### src/rtl/pipo_pkg.sv
`default_nettype none
// ============================================================================
// Module      : pipo_pkg
// Description : Shared operation encodings for the universal PIPO register.
// Revision    : 1.0 - initial release
// ============================================================================
package pipo_pkg;

    typedef logic [2:0] op_t;

    localparam op_t OP_HOLD = 3'b000;
    localparam op_t OP_LOAD = 3'b001;
    localparam op_t OP_CLR  = 3'b010;
    localparam op_t OP_INC  = 3'b011;
    localparam op_t OP_DEC  = 3'b100;
    localparam op_t OP_SHL  = 3'b101;
    localparam op_t OP_SHR  = 3'b110;
    localparam op_t OP_ADD  = 3'b111;

    // True for the operations that can raise the sticky overflow flag.
    function automatic logic op_is_arith(input op_t op);
        return (op == OP_INC) || (op == OP_DEC) || (op == OP_ADD);
    endfunction

endpackage : pipo_pkg
`default_nettype wire

### src/rtl/pipo_univ_nxt.sv
`default_nettype none
// ============================================================================
// Module      : pipo_univ_nxt
// Description : Next-state logic for pipo_univ: next dout/sout and ovf set/clear.
//               Saturating arithmetic when PIPO_UNIV_SAT_EN is defined.
// Revision    : 1.0 - initial release
// ============================================================================
module pipo_univ_nxt
    import pipo_pkg::*;
#(
    parameter int             W       = 16,
    parameter logic [W-1:0]   RST_VAL = '0
) (
    input  logic [2:0]   op_i,
    input  logic [W-1:0] dout_i,
    input  logic [W-1:0] din_i,
    input  logic         sin_i,
    input  logic         sout_i,
    output logic [W-1:0] dout_o,
    output logic         sout_o,
    output logic         ovf_set_o,
    output logic         ovf_clr_o
);

`ifdef PIPO_UNIV_SAT_EN
    localparam bit c_sat_en = 1'b1;
`else
    localparam bit c_sat_en = 1'b0;
`endif

    localparam logic [W-1:0] c_one  = {{(W-1){1'b0}}, 1'b1};
    localparam logic [W-1:0] c_ones = {W{1'b1}};

    op_t          w_op;
    logic         w_all_ones;
    logic         w_is_zero;
    logic [W:0]   w_sum;

    assign w_op       = op_t'(op_i);
    assign w_all_ones = &dout_i;
    assign w_is_zero  = ~|dout_i;
    assign w_sum      = {1'b0, dout_i} + {1'b0, din_i};

    always_comb begin
        dout_o    = dout_i;
        sout_o    = sout_i;
        ovf_set_o = 1'b0;
        ovf_clr_o = 1'b0;
        case (w_op)
            OP_LOAD: begin
                dout_o    = din_i;
                ovf_clr_o = 1'b1;
            end
            OP_CLR: begin
                dout_o    = RST_VAL;
                sout_o    = 1'b0;
                ovf_clr_o = 1'b1;
            end
            OP_INC: begin
                if (w_all_ones) begin
                    ovf_set_o = 1'b1;
                    dout_o    = c_sat_en ? c_ones : '0;
                end else begin
                    dout_o    = dout_i + c_one;
                end
            end
            OP_DEC: begin
                if (w_is_zero) begin
                    ovf_set_o = 1'b1;
                    dout_o    = c_sat_en ? '0 : c_ones;
                end else begin
                    dout_o    = dout_i - c_one;
                end
            end
            OP_SHL: begin
                dout_o = {dout_i[W-2:0], sin_i};
                sout_o = dout_i[W-1];
            end
            OP_SHR: begin
                dout_o = {sin_i, dout_i[W-1:1]};
                sout_o = dout_i[0];
            end
            OP_ADD: begin
                // Carry-out of the W+1 bit sum is the overflow condition.
                if (w_sum[W]) begin
                    ovf_set_o = 1'b1;
                    dout_o    = c_sat_en ? c_ones : w_sum[W-1:0];
                end else begin
                    dout_o    = w_sum[W-1:0];
                end
            end
            default: begin
                dout_o = dout_i;
            end
        endcase
    end

endmodule : pipo_univ_nxt
`default_nettype wire

### src/rtl/pipo_univ.sv
`default_nettype none
// ============================================================================
// Module      : pipo_univ
// Description : Universal parallel-in/parallel-out register (load, clear,
//               inc, dec, shift, add) with zero flag and sticky overflow.
//               Define PIPO_UNIV_SAT_EN for saturating arithmetic.
// Revision    : 1.0 - initial release
// ============================================================================
module pipo_univ
    import pipo_pkg::*;
#(
    parameter int             W       = 16,
    parameter logic [W-1:0]   RST_VAL = '0
) (
    input  logic         clk,
    input  logic         rst,
    input  logic [2:0]   op,
    input  logic [W-1:0] din,
    input  logic         sin,
    output logic [W-1:0] dout,
    output logic         zero,
    output logic         sout,
    output logic         ovf
);

    logic [W-1:0] r_dout_q;
    logic         r_sout_q;
    logic         r_ovf_q;

    logic [W-1:0] w_dout_d;
    logic         w_sout_d;
    logic         w_ovf_d;
    logic         w_ovf_set;
    logic         w_ovf_clr;

    pipo_univ_nxt #(
        .W       (W),
        .RST_VAL (RST_VAL)
    ) u_nxt (
        .op_i      (op),
        .dout_i    (r_dout_q),
        .din_i     (din),
        .sin_i     (sin),
        .sout_i    (r_sout_q),
        .dout_o    (w_dout_d),
        .sout_o    (w_sout_d),
        .ovf_set_o (w_ovf_set),
        .ovf_clr_o (w_ovf_clr)
    );

    // Clear wins over set; the two are never raised together by one op.
    assign w_ovf_d = w_ovf_clr ? 1'b0 : (w_ovf_set | r_ovf_q);

    always_ff @(posedge clk) begin
        if (rst) begin
            r_dout_q <= RST_VAL;
            r_sout_q <= 1'b0;
            r_ovf_q  <= 1'b0;
        end else begin
            r_dout_q <= w_dout_d;
            r_sout_q <= w_sout_d;
            r_ovf_q  <= w_ovf_d;
        end
    end

    assign dout = r_dout_q;
    assign sout = r_sout_q;
    assign ovf  = r_ovf_q;
    assign zero = (r_dout_q == '0);

endmodule : pipo_univ
`default_nettype wire
### config.mk
export PLATFORM = sky130hd
export DESIGN_NAME = pipo_univ
export DESIGN_NICKNAME = d
export VERILOG_FILES = /design/src/rtl/pipo_pkg.sv /design/src/rtl/pipo_univ_nxt.sv /design/src/rtl/pipo_univ.sv
export SDC_FILE = /design/constraint.sdc
export NUM_CORES = 1
export LEC_CHECK = 0
export ABC_AREA = 1
export BUFFER_PORTS_ARGS = -buffer_cell sky130_fd_sc_hd__buf_2
export CAP_MARGIN = 20
export CORE_MARGIN = 5
export CORE_UTILIZATION = 40
export DETAILED_ROUTE_END_ITERATION = 10
export GPL_ROUTABILITY_DRIVEN = 1
export GPL_TIMING_DRIVEN = 0
export PLACE_DENSITY = 0.55
export REMOVE_ABC_BUFFERS = 1
export SYNTH_ARGS = -nofsm -noshare
export SYNTH_HDL_FRONTEND = slang
export SYNTH_SLANG_ARGS = --single-unit
### constraint.sdc
create_clock -name clk -period 2.2 [get_ports clk]
set_input_delay 0.22 -clock clk [delete_from_list [all_inputs] [get_ports clk]]
set_output_delay 0.22 -clock clk [all_outputs]
set_load 0.02 [all_outputs]
==> impl_summary.txt, run 1 <==
----------------------------------------------------
[Layout]
  Utilization after layout ... between 40% and 50%
  Antenna diode count ... 0
  Fraction of final layout cells with drive strength greater than 1 ... 16.4%
  Most frequent cells in the layout ... 168 x nand2_1, 83 x inv_1, 70 x nand3_1
  Leading cell type in the layout, fill and taps excluded ... nand2_1
  Final instance area ... ~0.0036 mm^2
  Fin nets ... slightly below 700
  P&R area growth vs syn ... 11.0%

[Worst setup path]
  Number of cells traversed by the worst register-to-register path ... 11
  Most numerous cell on the critical path ... nand2_1
  Setup CP Type ... flip-flop to flip-flop
  Crit path buf inv count ... 2
  Reg-to-Reg Start ... dout[10]$_SDFFE_PP0P_
  Stage delay of the slowest cell on the critical path ... ~500 ps
  Data required time at the worst endpoint ... about 2400 ps
  Slowest-stage cell, CP ... dfxtp_2
  Cell chain of the critical path ... ha_1, nand2_1, inv_1, a21oi_1, nor3_1, nor2_1, nand2_1, nand2_1, nand3_1, o21ai_0, inv_1
  Register-to-register setup slack ... around 100 ps
  Maximum net fanout on the critical path ... 12
  Kind of cell adding the most delay to the critical path ... simple AND/OR/NAND/NOR gates
  Critical R2R Capture ... ovf$_SDFF_PP0_
  Startpoint Class ... flip-flop
  Critical path endpoint category ... flip-flop
  WP data arrival ... 2290 ps

[Routing]
  Aggregate routed wire length ... between 10 and 15 mm
  Routed len/inst ... ~17 um
  DRC violation count after routing ... 0
  Iteration-0 DRC Markers ... around 340
  Routed via count ... 4091
  Number of detailed-routing iterations run before antenna repair ... 5
  Post-DRT Antenna Nets ... 0
  Via count normalized by instance count ... around 5.5

[Place]
  Final Wtd Congestion ... roughly 0.95
  Estimated wirelength of the detail-placed design ... ~9.2 mm
  Quantity of I/O buffers inserted on ports ... 40
  Minimum setup slack after placement ... -324 ps
  Cell Area, Placed ... around 0.0035 mm^2

[Yosys]
  Post-synthesis sequential area ratio ... between 10 and 15%
  Mean post-synth cell area ... 5.42 um^2
  Post-synthesis instance total ... roughly 610
  Library cells used by synthesis ... 39
  Flip-flop and latch count after synthesis ... 18
  Post-synthesis cell area ... between 0.003 and 0.004 mm^2
  Yosys warning total ... 0

[Outcome]
  Status ... finished clean

[Global routing]
  Combined global-route utilization of all metal layers ... approximately a quarter
  Antenna violations before repair ... 0
  Largest net degree at the start of global routing ... 30
  First-pass GRT wire length ... a little under 20 mm
  Residual overflow from global routing ... 0
  Number of global-route vias before repair ... 3864

[Worst hold path]
  WHS Path Cells ... 2
  Worst Min Path Start ... rst
  HP Class ... input pin to flip-flop
  Endpoint of the worst hold path ... dout[2]$_SDFFE_PP0P_

[STA]
  Hold violation count in the final report ... 0
  Worst-margin pin slew ... 911 ps
  Maximum clock rate ... about 480 MHz
  Post-route setup slack ... around 100 ps
  Fraction of the cycle the final worst path needs ... between 90% and 100%
  Clock period minus worst slack ... between 2000 and 2500 ps
  Number of max-slew violations in the final report ... 0
  RSZ-0062 raised after global routing ... no
  Final setup violating endpoints ... 0
  Worst relative slew slack ... approximately two fifths
  Largest clock skew in the final design ... about 5.4 ps

[Floorplan]
  Floorplan row count ... 33
  Starting Density ... 40.6%
  Top-Level Pins ... 41
  Core Area ... approximately 0.008 mm^2
  Die footprint ... 0.0101 mm^2
  Die Height ... between 100 and 150 um
  Horizontal extent of the die ... between 100 and 150 um

[Clock network]
  Total of hold buffers inserted after clock tree synthesis ... 0
  Clock latency on the worst-skew pair ... between 200 and 300 ps
  CTS root buf ... clkbuf_8
  CTS tree ... built
  H-tree levels ... 1
  Maximum count of clock buffers along a single path ... 2
  Clock slew seen by the registers of the worst setup and hold paths ... around 100 ps
  Number of sinks on the clock net ... 18
  Cts bufs inserted ... 3

[Power and ir drop]
  Leakage power ... 0.00190 uW
  Maximum ir drop on the vdd rail ... around 0.25 mV
  Cell area power density ... 466 mW/mm^2

[Flow run]
  Reported max-cap violation count ... 0

----------------------------------------------------
[kinds of logic after synthesis]
logic type	after synthesis	synth area share (%)
AND/OR/NAND/NOR	362	50.7
adder cells (fa/ha/maj)	20	7.85
XOR/XNOR	5	1.33
AO/OA/AOI/OAI	92	15.5
buffers and inverters	109	13.7
flip-flops	18	11.0
[per-stage QoR]
step	total power, uW	setup TNS (ps)	hold slack, ps	std cells
finish	1700	0	179	738
global route	1830	0	192	738
CTS	1670	0	175	734
detailed placement	1330	-1780	466	730
global placement	1320	-1990	462	729
floorplan	1060	0	282	584
[synthesized netlist by cell type, drive strengths merged]
cell,count,share of area (%)
nand2,172,20
clkbuf,5,0.65
buf,17,3.1
a22oi,1,0.23
fa,1,0.61
a31oi,2,0.38
nand4,21,4.0
o21bai,1,0.23
o211ai,5,1.1
o22ai,7,1.3
nor2,73,10
a21oi,38,6.0
nand3b,3,0.69
nand3,75,12
xor2,5,1.3
and2,2,0.38
nor3,6,1.1
or2,10,1.9
a41oi,1,0.27
o221ai,2,0.53
inv,87,10
ha,19,7.2
dfxtp,18,11
o21ai,35,5.3
[timing repair]
item | 4_1_cts | 5_1_grt
buffers inserted | 0 | 4
setup endpoints to repair | 8 | 10
gates resized for setup | 9 | 16
[registers in the layout, indices dropped and copies added (netlist names)]
| signal | flops |
|---|---|
| dout | 16 |
| ovf | 1 |
| sout | 1 |
[report_power, final]
part           switching [uW]  leakage (uW)  internal, uW  total (uW)
clock network             176     0.0000288           161         337
logic                     597       0.00171           307         904
registers                94.7      0.000154           360         455
[final cells by class]
type                       instances  area (um^2)
timing repair buffer              45          241
clock buffer                       4         55.1
multi-input combinational        479         2500
tap                              105          131
sequential                        18          389
inverter                          87          327
fill                             969         4450
[worst max path at each step]
stage / cells after the start / startpoint / end / slack, ps
6_report: 11 / dout[10]$_SDFFE_PP0P_ / ovf$_SDFF_PP0_ / 100
5_1_grt: 12 / dout[4]$_SDFFE_PP0P_ / dout[14]$_SDFFE_PP0P_ / 10
2_1_floorplan: 13 / dout[0]$_SDFFE_PP0P_ / dout[14]$_SDFFE_PP0P_ / 70
3_5_place_dp: 14 / dout[0]$_SDFFE_PP0P_ / ovf$_SDFF_PP0_ / -320
4_1_cts: 12 / dout[7]$_SDFFE_PP0P_ / dout[13]$_SDFFE_PP0P_ / 30
3_3_place_gp: 14 / dout[0]$_SDFFE_PP0P_ / ovf$_SDFF_PP0_ / -350
[routing by layer]
layer  wire length [um]  global-route usage, %  part of all wire (%)
met2               5500                   40.2                    45
met1               5630                   32.3                    46
met3                800                   3.67                   6.5
met5                  0                      0                     0
met4                305                   8.19                   2.5
Power figures use the tool's default switching activity.
==> inputs of run 2 (changes only) <==
--- a/config.mk
+++ b/config.mk
@@ -13,7 +13,7 @@
 export DETAILED_ROUTE_END_ITERATION = 10
 export GPL_ROUTABILITY_DRIVEN = 1
 export GPL_TIMING_DRIVEN = 0
-export PLACE_DENSITY = 0.55
+export PLACE_DENSITY = 0.57
 export REMOVE_ABC_BUFFERS = 1
 export SYNTH_ARGS = -nofsm -noshare
 export SYNTH_HDL_FRONTEND = slang
==> constraint.sdc (replaced) <==
create_clock -name clk -period 1.9 [get_ports clk]
set_input_delay 0.19 -clock clk [delete_from_list [all_inputs] [get_ports clk]]
set_output_delay 0.19 -clock clk [all_outputs]
set_load 0.02 [all_outputs]
==> run 2 against run 1 <==
Net effect: via count up 4.9%; global-route usage grew 0.11 points; maximum frequency increased by 14%; count of clock-buffer cells in the layout unchanged; utilization grew 7.2 points; cell count up 1.8%; highest routed layer unchanged.
==> impl_summary.txt, run 2 (same netlist as run 1, synthesis figures left out) <==
----------------------------------------------------
[Worst setup path]
  Critical R2R Capture ... ovf$_SDFF_PP0_
  Data required time at the worst endpoint ... 2140 ps (-250 ps)
  Crit path buf inv count ... 3 (+1)
  Startpoint Class ... flip-flop
  Stage delay of the slowest cell on the critical path ... 380 ps (-120 ps)
  Maximum net fanout on the critical path ... 3 (-9)
  Kind of cell adding the most delay to the critical path ... simple AND/OR/NAND/NOR gates
  Register-to-register setup slack ... 50 ps (-50 ps)
  Slowest-stage cell, CP ... dfxtp_4
  WP data arrival ... 2090 ps (-200 ps)
  Number of cells traversed by the worst register-to-register path ... 14 (+3)
  Number of stages on the worst setup path ... 14 (+3)
  Setup CP Type ... flip-flop to flip-flop
  Critical path endpoint category ... flip-flop
  Reg-to-Reg Start ... dout[0]$_SDFFE_PP0P_
  Most numerous cell on the critical path ... nand3_4
  Cell chain of the critical path ... ha_4, inv_2, fa_2, inv_4, nand3_4, nand3_4, nand2_4, nand3_4, nand3_2, nand2_2, nand2_2, nand3_2, o21ai_2, inv_1
  Launch point of the critical path ... dout[0]$_SDFFE_PP0P_
  Capture point of the worst path ... ovf$_SDFF_PP0_

[Layout]
  Final instance area ... 0.00422 mm^2 (+16%)
  Most frequent cells in the layout ... 155 x nand2_1, 80 x inv_1, 54 x nand3_1
  Fraction of final layout cells with drive strength greater than 1 ... 28.3% (+12 points)
  Antenna diode count ... 0 (unchanged)
  Leading cell type in the layout, fill and taps excluded ... nand2_1
  Fin nets ... 689 (+1.9%)
  Number of flip-flops in the largest register ... 16 (unchanged)
  P&R area growth vs syn ... 28.6%

[Routing]
  Routed len/inst ... 17.3 um (+4.6%)
  Top metal layer carrying routed signals ... met4
  Routed via count ... 4293 (+4.9%)
  DRC violation count after routing ... 0 (unchanged)
  Routed metal-1 wirelength ... 5.66 mm (+0.43%)
  Number of detailed-routing iterations run before antenna repair ... 5 (unchanged)
  Total met2 wirelength after detailed routing ... 6.17 mm (+12%)
  Via count normalized by instance count ... 5.72 (+3.1%)
  Met3 WL post-DR ... 751 um (-6.1%)
  Iteration-0 DRC Markers ... 342 (+1.2%)
  Aggregate routed wire length ... 13.0 mm (+6.4%)
  Post-DRT Antenna Nets ... 0 (unchanged)

[Global routing]
  Antenna violations before repair ... 0 (unchanged)
  Combined global-route utilization of all metal layers ... 24.4% (+0.11 points)
  First-pass GRT wire length ... 19.8 mm (+1.8%)
  Residual overflow from global routing ... 0 (unchanged)
  Number of global-route vias before repair ... 3935 (+1.8%)
  Largest net degree at the start of global routing ... 30 (unchanged)

[Clock network]
  Clock latency on the worst-skew pair ... 280 ps (about the same)
  CTS tree ... built
  Total of hold buffers inserted after clock tree synthesis ... 0 (unchanged)
  H-tree levels ... 1 (unchanged)
  CTS root buf ... clkbuf_8
  Maximum count of clock buffers along a single path ... 2 (unchanged)
  Cts bufs inserted ... 3 (unchanged)
  Clock slew seen by the registers of the worst setup and hold paths ... 100 ps (about the same)
  Number of sinks on the clock net ... 18 (unchanged)

[Power and ir drop]
  Maximum ir drop on the vdd rail ... 0.262 mV (+3.2%)
  Leakage power ... 0.00205 uW (+8.4%)
  Cell area power density ... 524 mW/mm^2 (+13%)

[Place]
  Quantity of I/O buffers inserted on ports ... 40 (unchanged)
  Cell Area, Placed ... 0.00350 mm^2 (-0.11%)
  Final Wtd Congestion ... 0.946 (-0.55%)
  Estimated wirelength of the detail-placed design ... 9.31 mm (+0.70%)
  Minimum setup slack after placement ... -607 ps (-283 ps)

[Floorplan]
  Die Height ... 101 um (unchanged)
  Floorplan row count ... 33 (unchanged)
  Die footprint ... 0.0101 mm^2 (unchanged)
  Horizontal extent of the die ... 101 um (unchanged)
  Starting Density ... 40.6% (unchanged)
  Top-Level Pins ... 41 (unchanged)
  Core Area ... 0.00809 mm^2 (unchanged)

[Worst hold path]
  HP Class ... input pin to flip-flop
  WHS Path Cells ... 2 (unchanged)

[STA]
  RSZ-0062 raised after global routing ... yes
  Largest clock skew in the final design ... 3.89 ps (-1.48 ps)
  Worst hold margin ... 136 ps (-43.2 ps)
  Worst-margin pin slew ... 951 ps (+40.0 ps)
  Post-route setup slack ... 52.7 ps (-50.1 ps)
  Hold violation count in the final report ... 0 (unchanged)
  Worst relative slew slack ... 36.5% (-2.7 points)
  Clock period minus worst slack ... 1850 ps (-250 ps)
  Number of max-slew violations in the final report ... 0 (unchanged)
  Final setup violating endpoints ... 0 (unchanged)
  Fraction of the cycle the final worst path needs ... 97.2% (+1.9 points)
  Maximum clock rate ... 541 MHz (+14%)

[Outcome]
  Status ... finished clean

[Flow run]
  Reported max-cap violation count ... 0 (unchanged)

----------------------------------------------------
[run 2: per-layer routing]
layer / up-vias / GRT usage (%)
met3: 40 / 2.77
li1: 2071 / -
met2: 184 / 40.3
met5: - / 0
met1: 1998 / 32.6
met4: 0 / 9.12
[run 2: what timing repair did]
item | 4_1_cts | 5_1_grt
endpoints found under the setup margin | 18 | 17
buffers inserted | 2 | 15
gates resized for setup | 46 | 86
pin swaps | 2 | 12
[run 2: cell type report]
cell class | instances | area [um^2]
Multi-Input combinational cell | 479 | 2910
Inverter | 87 | 332
Tap cell | 105 | 131
Fill cell | 897 | 3870
Sequential cell | 18 | 415
Clock buffer | 4 | 55.1
Timing Repair Buffer | 58 | 379
[run 2: worst min-delay path by stage]
| stage | startpoint | end | slack, ps |
|---|---|---|---|
| after detailed placement | rst | dout[2]$_SDFFE_PP0P_ | 450 |
| after global placement | rst | dout[2]$_SDFFE_PP0P_ | 440 |
| after floorplan | rst | dout[2]$_SDFFE_PP0P_ | 250 |
| after CTS | rst | dout[2]$_SDFFE_PP0P_ | 140 |
| after global routing | rst | dout[2]$_SDFFE_PP0P_ | 160 |
| final | rst | dout[2]$_SDFFE_PP0P_ | 140 |
[run 2: where the power goes]
group | switching [uW] | leakage, uW | total, uW | internal, uW
clock network | 192 | 0.0000288 | 379 | 186
logic | 828 | 0.00187 | 1320 | 496
registers | 94.6 | 0.000158 | 510 | 416
total | 1110 | 0.00205 | 2210 | 1100
[run 2: through the flow]
step,std cells,utilization [%],total power [uW],TNS (ps)
4_1_cts,736,45.7,1960,-13.5
5_1_grt,751,52.2,2370,-245
2_1_floorplan,584,-,1220,-1300
6_report,751,52.2,2210,0
3_3_place_gp,729,43.1,1520,-6520
3_5_place_dp,730,43.2,1530,-5070
==> inputs of run 3 (changes only) <==
--- a/config.mk
+++ b/config.mk
@@ -5,7 +5,6 @@
 export SDC_FILE = /design/constraint.sdc
 export NUM_CORES = 1
 export LEC_CHECK = 0
-export ABC_AREA = 1
 export BUFFER_PORTS_ARGS = -buffer_cell sky130_fd_sc_hd__buf_2
 export CAP_MARGIN = 20
 export CORE_MARGIN = 5
==> run 3 against run 2 <==
Net effect: the run now ends with negative setup slack left; largest power group unchanged; sequential share of layout area increased by 0.66 points; maximum frequency shrank 13%; utilization grew 1.9 points; combinational power is essentially flat; first-iteration DRC count up 2.3%; routed wire length fell by 16%; via count is 19% lower; critical path depth shrank 4.
==> impl_summary.txt, run 3 <==
----------------------------------------------------
[Flow run]
  Reported max-cap violation count ... 0 (unchanged)

[Layout]
  Antenna diode count ... 0 (unchanged)
  Filler cells ... 703 (-22%)
  Utilization after layout ... 54.1% (+1.9 points)
  Fraction of final layout cells with drive strength greater than 1 ... 39.8% (+11 points)
  Fin nets ... 490 (-29%)
  Number of flip-flops in the largest register ... 16 (unchanged)
  Leading cell type in the layout, fill and taps excluded ... a21oi_1
  P&R area growth vs syn ... 33.7%
  Most frequent cells in the layout ... 39 x a21oi_1, 37 x nand2_1, 37 x buf_2
  Filler-free cell count of the finished design ... 546 (-27%)

[Routing]
  Routed via count ... 3466 (-19%)
  Iteration-0 DRC Markers ... 350 (+2.3%)
  Post-DRT Antenna Nets ... 0 (unchanged)
  Number of detailed-routing iterations run before antenna repair ... 5 (unchanged)
  Routed len/inst ... 20.0 um (+16%)
  DRC violation count after routing ... 0 (unchanged)
  Aggregate routed wire length ... 10.9 mm (-16%)
  Via count normalized by instance count ... 6.35 (+11%)

[STA]
  Setup TNS after final layout ... -2800 ps (-2800 ps)
  Clock period minus worst slack ... 2120 ps (+271 ps)
  Worst hold margin ... 300 ps (+164 ps)
  Maximum clock rate ... 472 MHz (-13%)
  Fraction of the cycle the final worst path needs ... 111% (+14 points)
  Final setup violating endpoints ... 18 (+18)
  Number of max-slew violations in the final report ... 0 (unchanged)
  Largest clock skew in the final design ... 4.05 ps (+0.157 ps)
  RSZ-0062 raised after global routing ... yes
  Worst relative slew slack ... 47.9% (+11 points)
  Hold violation count in the final report ... 0 (unchanged)
  Post-route setup slack ... -218 ps (-271 ps)
  Worst-margin pin slew ... 779 ps (-172 ps)

[Yosys]
  Share of async-settable or async-resettable flops after synthesis ... 0% (unchanged)
  Post-synthesis instance total ... 395 (-35%)
  Flip-flop and latch count after synthesis ... 18 (unchanged)
  Top cells by instance count after synthesis ... 49 x a21oi_1, 39 x nand2_1, 30 x nor2_1, 28 x o21ai_0, 19 x ha_1
  Area share of the leading cell type in the synthesized netlist ... 12.5% (-6.7 points)
  Most used flip-flop cell after synthesis ... dfxtp_1
  Largest area contributor in the netlist ... dfxtp_1
  Library cells used by synthesis ... 67 (+72%)
  Number of enable flip-flop cells after synthesis ... 0 (unchanged)
  Post-synthesis cell area ... 0.00289 mm^2 (-12%)
  Mean post-synth cell area ... 7.31 um^2 (+35%)
  Post-synthesis sequential area ratio ... 12.5% (+1.5 points)
  Yosys warning total ... 0 (unchanged)
  Most numerous cell in the Yosys netlist ... a21oi_1
  Synth top area cells ... dfxtp_1 12%, a21oi_1 8.5%, ha_1 8.2%

[Worst setup path]
  Critical R2R Capture ... dout[6]$_SDFFE_PP0P_
  Number of cells traversed by the worst register-to-register path ... 10 (-4)
  Crit path buf inv count ... 1 (-2)
  Register-to-register setup slack ... -220 ps (-270 ps)
  Setup CP Type ... flip-flop to flip-flop
  Cell chain of the critical path ... ha_4, inv_2, fa_2, nor2b_2, o31a_1, o21a_1, nor2_1, xnor2_1, a21oi_1, a221oi_2
  Data required time at the worst endpoint ... 2090 ps (-50 ps)
  Maximum net fanout on the critical path ... 3 (unchanged)
  Reg-to-Reg Start ... dout[0]$_SDFFE_PP0P_
  Startpoint Class ... flip-flop
  Kind of cell adding the most delay to the critical path ... compound AO/OA/AOI/OAI gates
  Critical path endpoint category ... flip-flop
  Stage delay of the slowest cell on the critical path ... 370 ps (about the same)
  Slowest-stage cell, CP ... dfxtp_4
  WP data arrival ... 2310 ps (+220 ps)

[Floorplan]
  Top-Level Pins ... 41 (unchanged)
  Die Height ... 95.0 um (-5.6%)
  Floorplan row count ... 31 (-6.1%)
  Starting Density ... 40.5% (-0.091 points)
  Core Area ... 0.00714 mm^2 (-12%)
  Die footprint ... 0.00902 mm^2 (-11%)
  Horizontal extent of the die ... 95.0 um (-5.6%)

[Power and ir drop]
  Share of power burned in registers ... 24.1% (+1.0 points)
  Fraction of power spent switching nets ... 45.7% (-4.7 points)
  Leakage power ... 0.00149 uW (-28%)
  Cell area power density ... 571 mW/mm^2 (+8.9%)
  Psw ... 1010 uW (-9.6%)
  Clock network fraction of design power ... 16.6% (-0.5 points)
  Part of the power in combinational logic ... 59.3% (-0.5 points)
  Maximum ir drop on the vdd rail ... 0.285 mV (+8.8%)
  Cell-internal power ... 1200 uW (+9.0%)

[Worst hold path]
  WHS Path Cells ... 3 (+1)
  Endpoint of the worst hold path ... dout[10]$_SDFFE_PP0P_
  Worst Min Path Start ... din[10]
  HP Class ... input pin to flip-flop

[Clock network]
  CTS root buf ... clkbuf_8
  Number of sinks on the clock net ... 18 (unchanged)
  Maximum count of clock buffers along a single path ... 2 (unchanged)
  Clock slew seen by the registers of the worst setup and hold paths ... 90 ps (about the same)
  CTS tree ... built
  Clock latency on the worst-skew pair ... 280 ps (about the same)
  Cts bufs inserted ... 3 (unchanged)
  H-tree levels ... 1 (unchanged)

[Global routing]
  Antenna violations before repair ... 0 (unchanged)
  Combined global-route utilization of all metal layers ... 23.7% (-0.75 points)
  First-pass GRT wire length ... 16.7 mm (-16%)
  Residual overflow from global routing ... 0 (unchanged)
  Number of global-route vias before repair ... 3177 (-19%)
  Largest net degree at the start of global routing ... 44 (+47%)

[Outcome]
  Violated checks ... negative setup slack
  Status ... finished, violations left

[Place]
  Estimated wirelength of the detail-placed design ... 7.12 mm (-24%)
  Final Wtd Congestion ... 0.925 (-2.3%)
  Quantity of I/O buffers inserted on ports ... 40 (unchanged)
  Inst Count DP ... 504 (-31%)
  Minimum setup slack after placement ... -806 ps (-199 ps)

----------------------------------------------------
-- run 3: cell count changes after synthesis, sizes merged, moves of 8 or more --
cell    previous run  this run
clkbuf             5        21
inv               87         8
or2               10         2
nor2              73        30
a211oi             0        11
nand4             21         8
xnor2              0        17
nand2            172        39
nand3             75        12
mux2i              0        10
a21oi             38        49
-- run 3: final cells by class --
cell class | instances | area [um^2] | share of cell area, %
well taps | 99 | 124 | 3.21
clock buffers | 4 | 55.1 | 1.43
multi-input cells | 337 | 2700 | 69.9
repair buffers | 79 | 539 | 14.0
flip-flops and latches | 18 | 405 | 10.5
inverters | 9 | 37.5 | 0.972
-- run 3: cells by family (layout without fill, tap and decap cells) --
family,after synthesis,count (layout),synth area share (%)
buf+inv,40,92,7.32
compound gates,146,146,34.5
simple gates,130,130,23.0
flops,18,18,12.5
mux,12,12,5.03
xor+xnor,29,29,8.80
fa+ha+maj,20,20,8.93
-- run 3: how the worst max path moves through the flow --
stage,start,endpoint,slack [ps],depth (start not counted)
floorplan,dout[0]$_SDFFE_PP0P_,dout[2]$_SDFFE_PP0P_,-450,9
global placement,op[0],dout[10]$_SDFFE_PP0P_,-900,7
detailed placement,op[0],dout[11]$_SDFFE_PP0P_,-810,7
CTS,dout[7]$_SDFFE_PP0P_,dout[13]$_SDFFE_PP0P_,-260,6
global route,dout[0]$_SDFFE_PP0P_,dout[8]$_SDFFE_PP0P_,-320,10
finish,dout[0]$_SDFFE_PP0P_,dout[6]$_SDFFE_PP0P_,-220,10
-- run 3: stage by stage --
step / cell area (um^2) / total power [uW]
final: 3860 / 2200
after global routing: 3860 / 2320
after CTS: 3470 / 1980
after detailed placement: 3050 / 1460
after global placement: 3030 / 1450
after floorplan: 2710 / 1170
-- run 3: repair_timing --
item                       4_1_cts  5_1_grt
resized for setup               68       57
gates cloned                     0        0
setup endpoints to repair       18       18
buffers inserted                17       21
pin swaps                       18       26
hold buffers                     0        0
-- run 3: per-layer routing --
metal,GRT usage (%),wire length [um],vias up
met4,10.3,361,0
li1,-,-,1592
met3,3.98,756,41
met1,31.6,4790,1652
met2,37.4,5040,181
met5,0,0,-
-- run 3: worst reg2reg max path, cell delays in order, from the launching register on --
cell      delay [ps]
dfxtp_4          370
ha_4             140
inv_2             40
fa_2             360
nor2b_2          140
o31a_1           270
o21a_1           140
nor2_1            50
xnor2_1          210
a21oi_1          110
a221oi_2         220
-- run 3: power by group through the flow --
stage,clock [uW],sequential [uW],combinational (uW)
after detailed placement,0,548,912
after global placement,0,545,904
after CTS,364,524,1090
final,366,532,1310
after global routing,379,539,1400
after floorplan,0,552,617
